### config.mk
export PLATFORM = sky130hd
export DESIGN_NAME = issue_ctrl
export DESIGN_NICKNAME = d
export VERILOG_FILES = /design/src/rtl/issue_ctrl.sv
export SDC_FILE = /design/constraint.sdc
export NUM_CORES = 1
export LEC_CHECK = 0
export ABC_AREA = 1
export ABC_CLOCK_PERIOD_IN_PS = 3700
export CORE_ASPECT_RATIO = 1.75
export CORE_MARGIN = 1.5
export CORE_UTILIZATION = 54
export CTS_CLUSTER_DIAMETER = 30
export DETAILED_ROUTE_END_ITERATION = 7
export PLACE_DENSITY_LB_ADDON = 0.3
export RECOVER_POWER = 50
export SLEW_MARGIN = 20
export SYNTH_ARGS = -nofsm -noshare
export SYNTH_HDL_FRONTEND = slang
export SYNTH_SLANG_ARGS = --single-unit
### constraint.sdc
create_clock -name clk -period 3.7 [get_ports clk]
set_input_delay 0.74 -clock clk [delete_from_list [all_inputs] [get_ports clk]]
set_output_delay 0.74 -clock clk [all_outputs]
set_load 0.01 [all_outputs]
### src/rtl/issue_ctrl.sv
// issue_ctrl: issues one registered instruction per cycle from fetch to the
// decode control block. Inserts NOP bubbles on load-use hazards, squashes the
// words fetched in a jump shadow, and freezes entirely while dcb_hold is high.
//
// Handshake: a fetch word transfers on a rising edge where fetch_vld and
// fetch_rdy are both 1. fetch_rdy never depends on anything the fetch side
// drives except through the hazard check (a dependent word is refused in the
// same cycle). The fetch side keeps fetch_ins stable until it is accepted.
module issue_ctrl #(
  parameter logic [31:0] NOP_WORD  = 32'h0000_0000,
  parameter int          LDU_STALL = 1,
  parameter int          FLUSH_CYC = 2
) (
  input  logic        clk,
  input  logic        reset,
  input  logic        fetch_vld,
  input  logic [31:0] fetch_ins,
  output logic        fetch_rdy,
  input  logic        dcb_hold,
  output logic [31:0] ins_dcb,
  output logic        ins_dcb_vld,
  output logic [15:0] bubble_cnt,
  output logic [1:0]  state_dbg
);

  localparam logic [1:0] ISSUE = 2'd0;
  localparam logic [1:0] STALL = 2'd1;
  localparam logic [1:0] FLUSH = 2'd2;

  localparam logic [5:0] OP_LD  = 6'b010100;
  localparam logic [5:0] OP_JMP = 6'b011000;

  localparam logic [15:0] STALL_LOAD = 16'(LDU_STALL - 1);
  localparam logic [15:0] FLUSH_LOAD = 16'(FLUSH_CYC);

  logic [1:0]  state;
  logic [15:0] cnt;
  logic        prev_ld;
  logic [4:0]  prev_rd;

  logic [5:0]  in_op;
  logic [4:0]  in_rd;
  logic [4:0]  in_rs1;
  logic [4:0]  in_rs2;
  logic        in_imm;
  logic        in_jump;
  logic        in_ld;
  logic        hazard;

  assign state_dbg = state;

  // Decode the presented fetch word and evaluate the load-use hazard.
  // Bubbles clear prev_ld, so a hazard can never chain off a NOP.
  always_comb begin
    in_op   = fetch_ins[31:26];
    in_rd   = fetch_ins[25:21];
    in_rs1  = fetch_ins[20:16];
    in_rs2  = fetch_ins[15:11];
    in_imm  = (in_op[5:3] == 3'b001);
    in_jump = (in_op == OP_JMP) || (in_op[5:2] == 4'b0111);
    in_ld   = (in_op == OP_LD);
    hazard  = fetch_vld && prev_ld &&
              ((in_rs1 == prev_rd) || (!in_imm && (in_rs2 == prev_rd)));
  end

  // Ready: low in reset, hold, stall, and when the presented word is dependent.
  always_comb begin
    fetch_rdy = 1'b0;
    if (reset && !dcb_hold) begin
      case (state)
        ISSUE:   fetch_rdy = !hazard;
        FLUSH:   fetch_rdy = 1'b1;
        default: fetch_rdy = 1'b0;
      endcase
    end
  end

  function automatic logic [15:0] sat_inc(input logic [15:0] v);
    return (v == 16'hFFFF) ? v : v + 16'd1;
  endfunction

  // Issue pipeline register, FSM, counters and saved load destination.
  always_ff @(posedge clk) begin
    if (!reset) begin
      state       <= ISSUE;
      ins_dcb     <= NOP_WORD;
      ins_dcb_vld <= 1'b0;
      bubble_cnt  <= 16'd0;
      cnt         <= 16'd0;
      prev_ld     <= 1'b0;
      prev_rd     <= 5'd0;
    end else if (!dcb_hold) begin
      case (state)
        ISSUE: begin
          if (!fetch_vld) begin
            ins_dcb     <= NOP_WORD;
            ins_dcb_vld <= 1'b0;
            prev_ld     <= 1'b0;
          end else if (hazard) begin
            ins_dcb     <= NOP_WORD;
            ins_dcb_vld <= 1'b0;
            prev_ld     <= 1'b0;
            bubble_cnt  <= sat_inc(bubble_cnt);
            cnt         <= STALL_LOAD;
            state       <= (LDU_STALL > 1) ? STALL : ISSUE;
          end else begin
            ins_dcb     <= fetch_ins;
            ins_dcb_vld <= 1'b1;
            prev_ld     <= in_ld;
            prev_rd     <= in_rd;
            if (in_jump) begin
              cnt   <= FLUSH_LOAD;
              state <= FLUSH;
            end
          end
        end
        STALL, FLUSH: begin
          // Both drain cnt one bubble per cycle; FLUSH also swallows fetch words.
          ins_dcb     <= NOP_WORD;
          ins_dcb_vld <= 1'b0;
          prev_ld     <= 1'b0;
          bubble_cnt  <= sat_inc(bubble_cnt);
          cnt         <= cnt - 16'd1;
          if (cnt <= 16'd1) state <= ISSUE;
        end
        default: begin
          ins_dcb     <= NOP_WORD;
          ins_dcb_vld <= 1'b0;
          prev_ld     <= 1'b0;
          state       <= ISSUE;
        end
      endcase
    end
  end

endmodule
==> impl_metrics.yaml <==
sta:
  skew_ns: 0.00609
  max_slew_margin_pct: 60.0
  maxSlewViolCount: 0
  hold_viol_final: 0
  min_period_ns: 3.26
  tightest_slew_ns: 0.599
  hold_slack_ns: 0.460
  period_share_pct: 88.0
  rsz0062_at_grt: "no"
  fmax_ghz: 0.307
  worst_slack_ns: 0.444
  finalSetupViolCount: 0
  setup_tns_ns: 0
setup_path:
  worst_ep_arrival_time_ns: 2.52
  slowest_stage: "clkdlybuf4s50_1"
  cp_max_fo: 3
  cp_common_cell: "nand2_1"
  path_cells: "clkdlybuf4s50_1 > inv_1 > nand2_1 > nand2_1 > nor2_1 > nand3_1 > nand2_1 > nand2_4 > o211ai_1 > inv_1 > clkdlybuf4s50_1"
  critPathLaunchType: "input pin"
  r2r-start: "prev_rd[0]$_SDFFE_PN0P_"
  crit_path_end_kind: "primary output"
  crit_type: "in -> out"
  worstPathRequired_ns: 2.96
  r2r_cells: 14
  reg2reg_to: "bubble_cnt[0]$_SDFFE_PN0P_"
  critPathLaunch: "fetch_ins[17]"
  crit_family: "buffers and inverters"
  path_buf_inv: 4
  cpPeakStageDelay_ns: 0.53
  reg2reg_slack_ns: 1.66
job:
  max-cap-violations: 0
clocking:
  clkSinkCount: 72
  insertion_delay_ns: 0.33
  clk_path_buf_depth: 2
  htreeDepth: 3
  cts_setup_buffers: 0
  cts_resized: 0
  cts_buffers: 9
  cts_tree: "yes"
  clk_pin_slew_worst_paths_ns: 0.06
  cts_hold_buf: 0
  clockRootBuffer: "clkbuf_16"
min_path:
  hold_class: "reg -> reg"
  hold_start: "ins_dcb[12]$_SDFFE_PN0N_"
  holdPathEnd: "ins_dcb[12]$_SDFFE_PN0N_"
  hold_path_depth: 2
synthesis:
  syn_inst: 525
  syn_area_per_cell_um2: 7.01
  async_reset_ff_share_pct: 0
  ys_warn_count: 0
  synth-edff-count: 0
  yosysUniqueCellTypes: 35
  ys_seq_area_share_pct: 39.1
  syn-cell-area_um2: 3680
  synth-seq-cells: 72
  synthFlopType: "dfxtp_1"
  syn-num-nets: 564
status:
  outcome: "complete, no violations"
route:
  via_count: 3812
  drtPass1Iterations: 5
  via_per_inst: 5.53
  drc: 0
  first_iter_violations: 358
  drt-total-wl_mm: 9.93
  ant_nets: 0
  wl_per_cell_um: 14.4
power:
  pwr-share-seq_pct: 45.7
  peakVddDrop_mv: 0.262
  leakage_nw: 2.07
  pwr-share-comb_pct: 11.6
  power.density_nw_per_um2: 366
  p_int_mw: 1.34
  switching_share_pct: 24.4
  p_switching_mw: 0.432
  p_total_mw: 1.77
  clkPwrFrac_pct: 42.8
place:
  placed_cells: 674
  dp_hpwl_mm: 6.89
  post-place-ws_ns: 0.504
  portBuffers: 86
  place_congestion: 0.996
  post_dp_cell_area_um2: 4580
finish:
  utilization_pct: 73.9
  syn_to_final_growth_pct: 31.3
  fin_cells: 689
  nets: 642
  final_cell_area_um2: 4830
  diodes: 0
  drive_gt1_share_pct: 8.40
grt:
  grt_pass1_vias: 3591
  antenna_found_initial: 0
  overflow: 0
  grt_use_total_pct: 28.0
  grt_pass1_wl_mm: 16.4
  grt_max_degree: 44
floorplan:
  design.core.area_um2: 6540
  die_width_um: 65.4
  die_area_um2: 7340
  rows: 39
  die_y_um: 112
  initial_utilization_pct: 56.3
  ios: 88
worst max path at each step:
| stage | end | cells after the start |
|---|---|---|
| floorplan | fetch_rdy | 10 |
| global placement | fetch_rdy | 11 |
| detailed placement | fetch_rdy | 11 |
| CTS | fetch_rdy | 11 |
| global route | fetch_rdy | 11 |
| finish | fetch_rdy | 11 |
layer usage:
| layer | routed length (um) | vias to the layer above | global-route usage (%) |
|---|---|---|---|
| met2 | 5440 | 149 | 51.0 |
| met4 | 225 | 0 | 10.0 |
| met1 | 3660 | 1763 | 31.0 |
| li1 | - | 1879 | - |
| met5 | 0 | - | 0 |
| met3 | 600 | 21 | 6.41 |
state kept, by name, indices dropped and copies added (netlist names):
register	flops
bubble_cnt	16
cnt	16
ins_dcb	32
ins_dcb_vld	1
prev_ld	1
prev_rd	5
state_dbg	1
worst register-to-register path, delay by kind of cell (launching register included):
kind / cells / cell delay [ns]
buffers and inverters: 3 / 0.52
flip-flops: 1 / 0.42
AND/OR/NAND/NOR: 11 / 0.99
cell usage in the layout, fill, tap and decap left out, types with 2 or more instances in the layout:
cell,netlist,final
o21ai_0,9,9
clkinv_2,0,3
o211ai_1,2,2
dfxtp_1,72,72
a21oi_2,8,8
xor2_1,14,14
nor2_1,69,68
nand2_4,4,4
inv_1,32,32
buf_4,2,6
dlygate4sd3_1,0,51
a21oi_1,56,56
nand4_1,37,37
inv_2,6,6
nand2_2,9,8
ha_1,3,3
xnor2_1,9,9
clkdlybuf4s50_1,0,35
nand3b_1,2,2
clkbuf_16,0,9
clkbuf_1,15,2
nor3_1,8,8
nor4_1,2,2
nand2_1,126,127
nand3_1,21,21
cell usage after synthesis, types with 2 or more instances:
master,n,share of area [%]
dfxtp_1,72,39
nand2_4,4,1.2
inv_2,6,0.61
o21ai_0,9,1.2
clkbuf_1,15,1.5
buf_2,6,0.82
a21oi_2,8,1.9
ha_1,3,1.0
a21oi_1,56,7.6
nand3_1,21,2.9
buf_4,2,0.41
nor4_1,2,0.34
nand3b_1,2,0.41
xor2_1,14,3.3
o211ai_1,2,0.41
xnor2_1,9,2.1
nand2_1,126,13
nor2_1,69,7.0
nand4_1,37,6.3
nor3_1,8,1.1
nand2_2,9,1.5
inv_1,32,3.3
power by group through the flow:
stage	Sequential, mW	Combinational (mW)	Clock [mW]
2_1_floorplan	0.830	0.105	0
3_3_place_gp	0.824	0.204	0
3_5_place_dp	0.824	0.208	0
4_1_cts	0.808	0.211	0.769
5_1_grt	0.809	0.225	0.804
6_report	0.808	0.205	0.756
cells by family after synthesis:
logic type / Yosys count / share of synthesized area (%)
adders and majority gates: 3 / 1.02
and+or+nand+nor: 282 / 34.8
DFF: 72 / 39.1
other: 1 / 0.102
AOI/OAI and AO/OA: 79 / 11.9
buffers and inverters: 65 / 7.61
xor gates and xnor gates: 23 / 5.47
area by class of cell:
class | instances | area, um^2
multi-input combinational | 388 | 1960
fill | 525 | 1700
sequential | 72 | 1440
timing repair buffer | 93 | 926
clock buffer | 11 | 233
inverter | 39 | 149
tap | 82 | 103
clock inverter | 4 | 22.5
Note: power is estimated with default switching activity, not from simulation.
